File: config.mk
export PLATFORM = sky130hd
export DESIGN_NAME = spi_master_ctrl
export DESIGN_NICKNAME = d
export VERILOG_FILES = /design/src/rtl/spi_master_ctrl.sv
export SDC_FILE = /design/constraint.sdc
export NUM_CORES = 1
export LEC_CHECK = 0
export BUFFER_PORTS_ARGS = -buffer_cell sky130_fd_sc_hd__buf_2
export CORE_MARGIN = 4
export CORE_UTILIZATION = 49
export CTS_CLUSTER_DIAMETER = 80
export CTS_CLUSTER_SIZE = 14
export DETAILED_ROUTE_END_ITERATION = 10
export PLACE_DENSITY = 0.71
export SYNTH_ARGS = -nofsm -noshare
export SYNTH_HDL_FRONTEND = slang
export SYNTH_SLANG_ARGS = --single-unit
File: constraint.sdc
create_clock -name clk -period 2.4 [get_ports clk]
set_clock_uncertainty 0.1 [all_clocks]
set_input_delay 0.48 -clock clk [delete_from_list [all_inputs] [get_ports clk]]
set_output_delay 0.48 -clock clk [all_outputs]
set_load 0.02 [all_outputs]
File: src/rtl/spi_master_ctrl.sv
// spi_master_ctrl: 10-bit command/data SPI master; SPI_MASTER_AUTO_READ_EN adds an automatic read-data frame after cmd 10
module spi_master_ctrl #(
   parameter int TAIL_CYCLES = 2,
   parameter int TURN_CYCLES = 2,
   parameter int GAP_CYCLES  = 2
) (
   input  logic       clk,
   input  logic       rst,
   input  logic       start,
   input  logic [1:0] cmd,
   input  logic [7:0] data_in,
   output logic       busy,
   output logic       done,
   output logic [7:0] rx_data,
   output logic       rx_valid,
   output logic       SS_n,
   output logic       MOSI,
   input  logic       MISO
);
   localparam int M1 = TAIL_CYCLES > 10 ? TAIL_CYCLES : 10;
   localparam int M2 = TURN_CYCLES > M1 ? TURN_CYCLES : M1;
   localparam int MC = GAP_CYCLES > M2 ? GAP_CYCLES : M2;
   localparam int CW = $clog2(MC);
`ifdef SPI_MASTER_AUTO_READ_EN
   localparam logic AUTO_EN = 1'b1;
`else
   localparam logic AUTO_EN = 1'b0;
`endif
   typedef enum logic [2:0] {IDLE, LEAD, SHIFT, TAIL, TURN, RECV, GAP} state_t;
   state_t state, state_d;
   logic [CW-1:0] cnt, cnt_d;
   logic [9:0] frame, frame_d;
   logic rd, rd_d, auto_rd, auto_rd_d, fin;
   logic [6:0] rx_sh;
   // state register; reset discards any partial frame
   always_ff @(posedge clk or posedge rst)
      if (rst) begin
         state   <= IDLE;
         cnt     <= '0;
         frame   <= '0;
         rd      <= 1'b0;
         auto_rd <= 1'b0;
      end else begin
         state   <= state_d;
         cnt     <= cnt_d;
         frame   <= frame_d;
         rd      <= rd_d;
         auto_rd <= auto_rd_d;
      end
   // next state, frame shifting and phase counters; fin marks entry into the final GAP
   always_comb begin
      state_d   = state;
      cnt_d     = cnt - 1'b1;
      frame_d   = frame;
      rd_d      = rd;
      auto_rd_d = auto_rd;
      case (state)
         IDLE: begin
            cnt_d = '0;
            if (start) begin
               state_d   = LEAD;
               frame_d   = {cmd, &cmd ? 8'h00 : data_in};
               rd_d      = &cmd;
               auto_rd_d = AUTO_EN && cmd == 2'b10;
            end
         end
         LEAD: begin
            state_d = SHIFT;
            cnt_d   = CW'(9);
         end
         SHIFT: begin
            frame_d = frame << 1;
            if (cnt == '0) begin
               state_d = rd ? TURN : TAIL;
               cnt_d   = rd ? CW'(TURN_CYCLES - 1) : CW'(TAIL_CYCLES - 1);
            end
         end
         TAIL: if (cnt == '0) begin
            state_d = GAP;
            cnt_d   = CW'(GAP_CYCLES - 1);
         end
         TURN: if (cnt == '0) begin
            state_d = RECV;
            cnt_d   = CW'(7);
         end
         RECV: if (cnt == '0) begin
            state_d = GAP;
            cnt_d   = CW'(GAP_CYCLES - 1);
         end
         GAP: if (cnt == '0) begin
            state_d   = auto_rd ? LEAD : IDLE;
            frame_d   = auto_rd ? 10'h300 : frame;
            rd_d      = auto_rd | rd;
            auto_rd_d = 1'b0;
         end
         default: state_d = IDLE;
      endcase
      fin = state_d == GAP && state != GAP && !auto_rd;
   end
   // registered outputs derived from the upcoming state so they align with it
   always_ff @(posedge clk or posedge rst)
      if (rst) begin
         SS_n     <= 1'b1;
         MOSI     <= 1'b0;
         busy     <= 1'b0;
         done     <= 1'b0;
         rx_valid <= 1'b0;
         rx_data  <= 8'h00;
         rx_sh    <= '0;
      end else begin
         SS_n     <= state_d == IDLE || state_d == GAP;
         MOSI     <= (state_d == LEAD || state_d == SHIFT) && frame_d[9];
         busy     <= state_d != IDLE;
         done     <= fin;
         rx_valid <= fin && rd;
         rx_sh    <= state == RECV ? {rx_sh[5:0], MISO} : rx_sh;
         rx_data  <= fin && rd ? {rx_sh, MISO} : rx_data;
      end
endmodule

==> results.toml <==
[run_status]
status = "completed"

[global_route]
grt_start_max_net_pins = 39
grt_most_used_layer = "met2"
gr-usage-met1_pct = 18.33
antenna_found_initial = 0
global_route.usage.total_pct = 15.12
vias_in_the_first_global_route = 1134
grt.overflow.total = 0
grt.met3_usage_pct = 4.592
grt_pass1_wl_um = 5043
grt_met2_usage_pct = 24.54

[power_and_ir_drop]
leakagePower_nw = 0.9915
switching_power_w = 0.0008693
p_per_area_nw_per_um2 = 1233
sequential_power_share_pct = 44.7
cell_int_power_w = 0.001490
maximum_vdd_ir_drop_uv = 713.0
p_total_w = 0.002360
power.share.switching_pct = 36.84
power_frac_comb_pct = 37.6
share_clk_of_total_power_pct = 17.7

[clock_network]
hold_buffers = 0
clock_latency_ns = 0.34
numClockSinks = 38
htree_levels = 2
cts-buffers-inserted = 5
post_cts_setup_bufs = 0
cts_resized = 0
clockRootBuffer = "sky130_fd_sc_hd__clkbuf_4"
cts_buffer_depth = 2
clk_transition_reported_paths_ns = 0.11
cts_tree = "done"

[floorplanning]
core_region_area_um2 = 3153
vertical_extent_of_the_die_um = 66.21
die_w_um = 66.21
floorplan.die_area_um2 = 4384
num_io_pins = 27
initial_core_util_pct = 52.66
core.rowCount = 20

[yosys]
yosys_most_used_dff = "sky130_fd_sc_hd__dfrtp_1"
syn_nets = 151
synthDominantAreaCellType = "sky130_fd_sc_hd__dfrtp_1"
synth_area_leaders = "sky130_fd_sc_hd__dfrtp_1 (56%), sky130_fd_sc_hd__mux2_4 (7.2%), sky130_fd_sc_hd__mux2_2 (5.4%)"
synth.cell_area_um2 = 1660
post_synth_arst_share_pct = 100.0
proportion_of_synthesized_chip_area_in_sequential_cells_pct = 57.35
syn-instance-count = 136
synth-edff-count = 0
yosysUniqueCellTypes = 34
yosys_warnings = 0
avgSynthCellArea_um2 = 12.21
synth.ff_latch_count = 38
synth_top_cell_area_share_pct = 55.76

[drt]
vias = 1137
route.final.wire_length_um = 2891
drtPass1Iterations = 4
route.detailed.drc = 0
avgRoutedWirePerCell_um = 13.64
drt_iter0_drc = 56
avgViaCountPerCell = 5.363
drtAntennaViolNets = 0

[layout]
finalNetCount = 182
layout_commonest_cell = "sky130_fd_sc_hd__dfrtp_1"
mostFrequentLayoutCells = "sky130_fd_sc_hd__dfrtp_1 (37), sky130_fd_sc_hd__buf_2 (26), sky130_fd_sc_hd__nand2_1 (17)"
multiInputGateArea_um2 = 659.4
seq_area_um2 = 952.2
number_of_fill_cells = 270
area_growth_pct = 15.22
drive_gt1_share_pct = 33.93
diodes = 0

[timing]
layout_min_cycle_time_ns = 2.110
finalCritPeriodShare_pct = 87.90
timing.final.setup_violations = 0
timing.final.hold_violations = 0
slew_violations = 0
grt_setup_unrepaired = "no"
worstMarginPinSlew_ns = 0.6788
max_clock_freq_ghz = 0.4740
timing.setup.tns_ns = 0
slew_headroom_pct = 54.58

[min_path]
classification_of_the_worst_slack_hold_path = "in2async"

[flow_run]
max-cap-violations = 0

[setup_path]
critPathKind = "reg2reg"
cp_max_fo = 9
setup.worst_path.end_class = "flop"
worstSetupStartpointType = "flop"
worst-endpoint-arrival_ns = 2.24
cp_data_required_time_ns = 2.53

[place]
hpwlAfterDp_um = 1981
buffer_ports.inserted = 26
place_congestion = 0.7433
-- logic make-up (layout without fill, tap and decap cells) --
family | after synthesis | in the layout | synth area share [%]
AOI/OAI and AO/OA | 29 | 29 | 12.66
xor gates and xnor gates | 2 | 2 | 1.055
adders and majority gates | 1 | 1 | 0.7535
buffers and inverters | 11 | 43 | 2.939
DFF | 38 | 38 | 57.35
muxes | 16 | 16 | 12.66
and+or+nand+nor | 39 | 39 | 12.59
-- cells in the mapped netlist, drive strengths merged (2+ instances only) --
| cell | n |
|---|---|
| a22o | 2 |
| clkbuf | 3 |
| xnor2 | 2 |
| a22oi | 9 |
| a21oi | 2 |
| o32ai | 2 |
| nand2b | 3 |
| o21ai | 6 |
| nand3b | 2 |
| a21boi | 2 |
| mux2 | 16 |
| nor3 | 5 |
| dfrtp | 37 |
| inv | 7 |
| nand2 | 18 |
| o22ai | 2 |
| nor2 | 7 |
-- state kept, by name, indices dropped and copies added, names as in the netlist, 3 cells and up --
register and count:
frame 10, rx_data 8, rx_sh 7, cnt 4
state 3
-- power by group through the flow --
| stage | registers [W] | clock network (W) | logic [W] |
|---|---|---|---|
| after floorplan | 0.00106 | 0 | 0.000679 |
| after global placement | 0.00106 | 0 | 0.000852 |
| after detailed placement | 0.00107 | 0 | 0.000891 |
| after CTS | 0.00105 | 0.000432 | 0.000897 |
| after global routing | 0.00109 | 0.000459 | 0.000992 |
| final | 0.00106 | 0.000417 | 0.000887 |
-- worst max-delay path, cell delays in order, from the launching register on --
cell,delay [ns]
sky130_fd_sc_hd__dfrtp_1,0.39
sky130_fd_sc_hd__inv_1,0.08
sky130_fd_sc_hd__ha_1,0.20
sky130_fd_sc_hd__or3b_1,0.49
sky130_fd_sc_hd__nor3_4,0.26
sky130_fd_sc_hd__nand2_4,0.15
sky130_fd_sc_hd__mux2_4,0.33
-- metal layers --
metal	wire [um]	share of wire (%)
met5	0	0
met4	58	2.0
met3	131	4.5
met2	1402	48
met1	1299	45
-- final cells by class --
type	instances	share of cell area [%]
Timing Repair Buffer	28	7.587
Clock buffer	7	2.354
Multi-Input combinational cell	87	34.47
Clock inverter	1	1.570
Inverter	7	1.373
Sequential cell	38	49.77
Tap cell	44	2.878
-- final timing paths --
path | start | endpoint | slack, ns | cells past startpoint
max | cnt[0]$_DFF_PP0_ | rx_data[3]$_DFFE_PP0P_ | 0.29 | 6
min | rst | rx_sh[2]$_DFFE_PP0N_ | 0.13 | 3
max reg2reg | cnt[0]$_DFF_PP0_ | rx_data[3]$_DFFE_PP0P_ | 0.29 | 6
min reg2reg | frame[0]$_DFFE_PP0P_ | frame[1]$_DFFE_PP0P_ | 0.38 | 2
max in group asynchronous | rst | SS_n$_DFF_PP1_ | 1.72 | 3
min in group clk | data_in[1] | frame[1]$_DFFE_PP0P_ | 0.27 | 3
-- through the flow --
step           utilization, %  cells  hold WS, ns  cell area, um2  setup slack [ns]
2_1_floorplan               -    136       0.3381            1660            0.4632
3_3_place_gp            58.29    204       0.3531            1838            0.3613
3_5_place_dp            58.29    204       0.3546            1838            0.2359
4_1_cts                 60.67    212       0.1325            1913            0.2219
5_1_grt                 60.67    212       0.1630            1913            0.1326
6_report                60.67    212       0.1302            1913            0.2904
Power figures use the tool's default switching activity.
